$ cat config.mk
export PLATFORM = sky130hd
export DESIGN_NAME = key_press_classifier_flat
export DESIGN_NICKNAME = d
export VERILOG_FILES = /design/src/rtl/key_press_classifier_if.sv /design/src/rtl/key_press_classifier.sv /design/src/flat_wrapper.sv
export SDC_FILE = /design/constraint.sdc
export NUM_CORES = 1
export LEC_CHECK = 0
export CORE_MARGIN = 5
export CORE_UTILIZATION = 51
export DETAILED_ROUTE_END_ITERATION = 8
export GPL_TIMING_DRIVEN = 0
export PLACE_DENSITY = 0.79
export SKIP_LAST_GASP = 1
export SLEW_MARGIN = 5
export SYNTH_ARGS = -nofsm -noshare
export SYNTH_HDL_FRONTEND = slang
export SYNTH_SLANG_ARGS = --single-unit
$ cat constraint.sdc
create_clock -name in_clk -period 5.2 [get_ports in_clk]
set_clock_uncertainty 0.05 [all_clocks]
set_input_delay 1.04 -clock in_clk [delete_from_list [all_inputs] [get_ports in_clk]]
set_output_delay 1.04 -clock in_clk [all_outputs]
set_load 0.005 [all_outputs]
$ cat src/rtl/key_press_classifier_if.sv
// key_press_classifier_if: key inputs and classified-event FIFO handshake
interface key_press_classifier_if #(
  parameter int FIFO_DEPTH = 4
);
  localparam int CW = $clog2(FIFO_DEPTH) + 1;
  logic          key_pulse;
  logic          key_level;
  logic          ev_ready;
  logic          clr_ovf;
  logic          ev_valid;
  logic [1:0]    ev_code;
  logic [CW-1:0] ev_count;
  logic          overflow;
  logic          busy;
  modport master (
    output key_pulse, key_level, ev_ready, clr_ovf,
    input  ev_valid, ev_code, ev_count, overflow, busy
  );
  modport slave (
    input  key_pulse, key_level, ev_ready, clr_ovf,
    output ev_valid, ev_code, ev_count, overflow, busy
  );
endinterface

$ cat src/rtl/key_press_classifier.sv
// key_press_classifier: classifies debounced key gestures as SHORT/DOUBLE/LONG and queues them
module key_press_classifier #(
  parameter int TICK_DIV   = 100000,
  parameter int LONG_MS    = 800,
  parameter int DOUBLE_MS  = 300,
  parameter int FIFO_DEPTH = 4
) (
  input logic in_clk,
  input logic reset,
  key_press_classifier_if.slave bus
);
  localparam int PW = $clog2(TICK_DIV + 1);
  localparam int MW = $clog2((LONG_MS > DOUBLE_MS ? LONG_MS : DOUBLE_MS) + 1);
  localparam int AW = $clog2(FIFO_DEPTH);
  localparam int CW = $clog2(FIFO_DEPTH) + 1;
  typedef enum logic [1:0] {IDLE, PRESSED1, WAIT2, RELEASE_WAIT} state_t;
  state_t        state;
  logic [PW-1:0] pre;
  logic [MW-1:0] ms;
  logic          tick, long_hit, dbl_hit;
  logic          push, busy_q, ovf;
  logic [1:0]    push_code;
  logic [1:0]    mem [FIFO_DEPTH];
  logic [AW-1:0] wp, rp;
  logic [CW-1:0] cnt;
  logic          pop, full, wr, drop;
  // tick and threshold detection from the free-running prescaler and ms counter
  always_comb begin
    tick     = pre == PW'(TICK_DIV - 1);
    long_hit = tick && ms == MW'(LONG_MS - 1);
    dbl_hit  = tick && ms == MW'(DOUBLE_MS - 1);
  end
  // gesture FSM with timer; timer restarts on entry to PRESSED1/WAIT2, push is registered
  always_ff @(posedge in_clk) begin
    if (reset) begin
      state     <= IDLE;
      pre       <= '0;
      ms        <= '0;
      push      <= 1'b0;
      push_code <= 2'b00;
      busy_q    <= 1'b0;
    end else begin
      pre  <= tick ? '0 : pre + 1'b1;
      ms   <= tick ? ms + 1'b1 : ms;
      push <= 1'b0;
      case (state)
        IDLE: if (bus.key_pulse) begin
          state  <= PRESSED1;
          pre    <= '0;
          ms     <= '0;
          busy_q <= 1'b1;
        end
        PRESSED1: if (!bus.key_level) begin
          state <= WAIT2;
          pre   <= '0;
          ms    <= '0;
        end else if (long_hit) begin
          state     <= RELEASE_WAIT;
          push      <= 1'b1;
          push_code <= 2'b11;
        end
        WAIT2: if (bus.key_pulse) begin
          state     <= RELEASE_WAIT;
          push      <= 1'b1;
          push_code <= 2'b10;
        end else if (dbl_hit) begin
          state     <= IDLE;
          push      <= 1'b1;
          push_code <= 2'b01;
          busy_q    <= 1'b0;
        end
        RELEASE_WAIT: if (!bus.key_level) begin
          state  <= IDLE;
          busy_q <= 1'b0;
        end
        default: state <= IDLE;
      endcase
    end
  end
  // FIFO control: a pop frees the slot for a same-edge push when full
  always_comb begin
    pop  = cnt != '0 && bus.ev_ready;
    full = cnt == CW'(FIFO_DEPTH);
    wr   = push && (!full || pop);
    drop = push && full && !pop;
  end
  // event FIFO storage, pointers, occupancy and sticky overflow (set beats clear)
  always_ff @(posedge in_clk) begin
    if (reset) begin
      wp  <= '0;
      rp  <= '0;
      cnt <= '0;
      ovf <= 1'b0;
    end else begin
      if (wr) begin
        mem[wp] <= push_code;
        wp      <= wp + 1'b1;
      end
      if (pop) rp <= rp + 1'b1;
      cnt <= cnt + CW'(wr) - CW'(pop);
      ovf <= drop || (ovf && !bus.clr_ovf);
    end
  end
  assign bus.ev_valid = cnt != '0;
  assign bus.ev_code  = cnt != '0 ? mem[rp] : 2'b00;
  assign bus.ev_count = cnt;
  assign bus.overflow = ovf;
  assign bus.busy     = busy_q;
endmodule

$ cat src/flat_wrapper.sv
// flat-port wrapper written by rule: the top's interface ports become plain ports
module key_press_classifier_flat 
#(
  parameter int TICK_DIV   = 100000,
  parameter int LONG_MS    = 800,
  parameter int DOUBLE_MS  = 300,
  parameter int FIFO_DEPTH = 4
)
  (in_clk, reset, bus_key_pulse, bus_key_level, bus_ev_ready, bus_clr_ovf, bus_ev_valid, bus_ev_code, bus_ev_count, bus_overflow, bus_busy);
  key_press_classifier_if #(.FIFO_DEPTH(FIFO_DEPTH)) bus_i ();
  input logic in_clk;
  input logic reset;
  input wire logic [$bits(bus_i.key_pulse)-1:0] bus_key_pulse;
  input wire logic [$bits(bus_i.key_level)-1:0] bus_key_level;
  input wire logic [$bits(bus_i.ev_ready)-1:0] bus_ev_ready;
  input wire logic [$bits(bus_i.clr_ovf)-1:0] bus_clr_ovf;
  output wire logic [$bits(bus_i.ev_valid)-1:0] bus_ev_valid;
  output wire logic [$bits(bus_i.ev_code)-1:0] bus_ev_code;
  output wire logic [$bits(bus_i.ev_count)-1:0] bus_ev_count;
  output wire logic [$bits(bus_i.overflow)-1:0] bus_overflow;
  output wire logic [$bits(bus_i.busy)-1:0] bus_busy;
  assign bus_i.key_pulse = bus_key_pulse;
  assign bus_i.key_level = bus_key_level;
  assign bus_i.ev_ready = bus_ev_ready;
  assign bus_i.clr_ovf = bus_clr_ovf;
  assign bus_ev_valid = bus_i.ev_valid;
  assign bus_ev_code = bus_i.ev_code;
  assign bus_ev_count = bus_i.ev_count;
  assign bus_overflow = bus_i.overflow;
  assign bus_busy = bus_i.busy;
  key_press_classifier #(.TICK_DIV(TICK_DIV), .LONG_MS(LONG_MS), .DOUBLE_MS(DOUBLE_MS), .FIFO_DEPTH(FIFO_DEPTH)) u_core (.in_clk(in_clk), .reset(reset), .bus(bus_i));
endmodule
==> flow_metrics.tcl <==
set metrics [dict create \
    timing.setup.tns_ns 0 \
    ys_types 47 \
    cts_tree "built" \
    fill_cells 417 \
    placed_cell_area_sq_um 2670 \
    r2r_setup_slack_ns 2.93 \
    io_pins 14 \
    cts.sinks 51 \
    path_max_fanout 2 \
    end_kind "output pin" \
    drcViolationCount 0 \
    syn_area_per_cell_sq_um 9.81 \
    slowest_stage "mux4_2" \
    die_y_microns 79.6 \
    ys_warn_count 0 \
    grt_use_met1 0.178 \
    rows 25 \
    die-area_sq_um 6340 \
    globalplace.congestion 0.796 \
    detailed_place_hpwl_microns 3040 \
    drtAntennaViolNets 0 \
    slew_headroom 0.703 \
    track_usage 0.142 \
    syn_area_sq_um 2470 \
    hold_viol 0 \
    clockRootBuffer "clkbuf_8" \
    floorplan.initialDensity 0.523 \
    fin_crit_ns 2.89 \
    synth.most_common_cell "dfxtp_1" \
    grt_pass1_vias 1682 \
    ys_seq_elements 51 \
    die_w_microns 79.6 \
    holdBufCountCts 0 \
    cts_buffer_depth 2 \
    arrival_ns 1.80 \
    fmax_mhz 345 \
    fin_crit_sh 0.557 \
    setup_viol 0 \
    leakage_nw 0.980 \
    clk_pin_slew_ns 0.09 \
    nets 289 \
    overflow 0 \
    synth_commonest_cells "43 x dfxtp_1, 42 x nor2_1, 16 x xnor2_1" \
    synth_area_leaders "dfxtp_1 35%, edfxtp_1 9.7%, nor2_1 6.4%" \
    cp.buffers_inverters 1 \
    grt.busiest_layer "met2" \
    power_density_nw_per_um2 387 \
    cp_top_family "multiplexers" \
    cpPeakStageDelay_ns 0.51 \
    grt_pass1_wl_microns 7290 \
    required_ns 4.11 \
    dr_total_vias 1747 \
    worst_skew_pair.late_latency_ns 0.30 \
    port_buffers 11 \
    wl_per_cell_microns 12.1 \
    routed_via_density 5.17 \
    synth_ff_type "dfxtp_1" \
    htree_levels 2 \
    synth_top_area_frac 0.348 \
    peakVddDrop_uv 286 \
    crit_chain "mux4_2, and2_1, clkdlybuf4s50_1" \
    critical_path_class "flip-flop to output pin" \
    antenna_found_initial 0 \
    core_area_sq_um 4720 \
    cp-start-kind "flip-flop" \
    post_cts_buffers 0 \
    drt_iter0_markers 76 \
    worstMarginPinSlew_ns 0.445 \
    rsz0062_at_grt "no" \
    syn_inst 252 \
    hp-class "flip-flop to flip-flop" \
    synth-edff-count 8 \
    synthArstFlopShare 0 \
    cts_resized 0 \
    final_layout_size_suffix_gt1_frac 0.0886 \
    grt_use_met2 0.240 \
    syn_to_final_growth_pct 12.4 \
    n_antenna_cell 0 \
    numCtsBuffers 5 \
    ys_seq_area_frac 0.445 \
    design_area_sq_um 2780 \
    yosys.area.top_type "dfxtp_1" \
    grt_max_degree 16 \
    slew_viol_final 0 \
    maxCapViolations 0 \
    synth_fp_nets 271 \
    drtPass1Iterations 4 \
    status "completed" \
    met3_usage 0.0282 \
    routed_wl_microns 4080 \
]
==> worst paths after layout <==
check / cells past startpoint / from / to
setup / recovery: 3 / flip-flop / bus_ev_code[0]
hold / removal: 1 / u_core.pre[0]$_SDFF_PP0_ / u_core.pre[0]$_SDFF_PP0_
setup reg to reg: 9 / u_core.bus.ev_count[1]$_SDFF_PP0_ / u_core.bus.ev_count[2]$_SDFF_PP0_
hold reg to reg: 1 / u_core.pre[0]$_SDFF_PP0_ / u_core.pre[0]$_SDFF_PP0_
==> stage by stage <==
stage	setup slack, ns	hold WS, ns	util	total power [mW]	instances
6_report	2.31	0.411	0.588	1.08	338
5_1_grt	2.23	0.443	0.588	1.15	338
4_1_cts	2.27	0.418	0.588	1.09	338
3_5_place_dp	2.19	0.397	0.565	0.827	330
3_3_place_gp	2.23	0.393	0.565	0.816	330
2_1_floorplan	2.79	0.380	-	0.714	252
==> final cells by class <==
class	instances	area (sq um)	share of cell area
Inverter	15	56.3	0.0203
Tap cell	67	83.8	0.0302
Timing Repair Buffer	11	110	0.0396
Clock inverter	1	5.00	0.00180
Clock buffer	7	108	0.0387
Multi-Input combinational cell	178	1280	0.460
Sequential cell	51	1100	0.396
Buffer	8	37.5	0.0135
==> where the power goes <==
| part | switching (mW) | leakage [nW] | internal, mW |
|---|---|---|---|
| Clock | 0.124 | 0.0594 | 0.136 |
| Combinational | 0.158 | 0.498 | 0.171 |
| Sequential | 0.0395 | 0.422 | 0.447 |
| Total | 0.322 | 0.980 | 0.754 |
==> flip-flops by register name, indices dropped and copies added (netlist names), named ones only <==
name,cells
u_core.state,2
u_core.bus.overflow,1
u_core.ms,10
u_core.bus.ev_count,3
u_core.pre,17
u_core.push_code,2
u_core.wp,2
u_core.push,1
u_core.bus.busy,1
u_core.rp,2
u_core.mem,8
==> cells in the final DEF, fill, tap and decap left out, drive strengths merged, types with 5 or more instances in the layout <==
cell	instances
a21oi	8
and2	7
clkbuf	13
clkdlybuf4s50	11
dfxtp	43
edfxtp	8
ha	12
inv	15
nand2	11
nand3	10
nand4	7
nor2	42
nor3	5
nor4	5
xnor2	16
xor2	12
==> metal layers <==
metal,vias up,wire length [microns]
met5,-,0
met4,0,61
met3,6,126
met2,15,1940
met1,823,1950
li1,903,-
==> worst reg2reg max path: stages, from the launching register on <==
cell     delay (ns)
dfxtp_1        0.37
or3_1          0.41
and2_1         0.22
ha_1           0.27
inv_1          0.06
ha_1           0.14
inv_1          0.05
fa_1           0.37
xnor2_1        0.16
nor2_1         0.05
==> cell families after synthesis <==
family / synth area share
and+or+nand+nor: 0.244
xor gates and xnor gates: 0.0992
AOI/OAI and AO/OA: 0.0719
adders and majority gates: 0.0688
muxes: 0.0324
DFF: 0.445
buffers and inverters: 0.0380
Power figures use the tool's default switching activity.
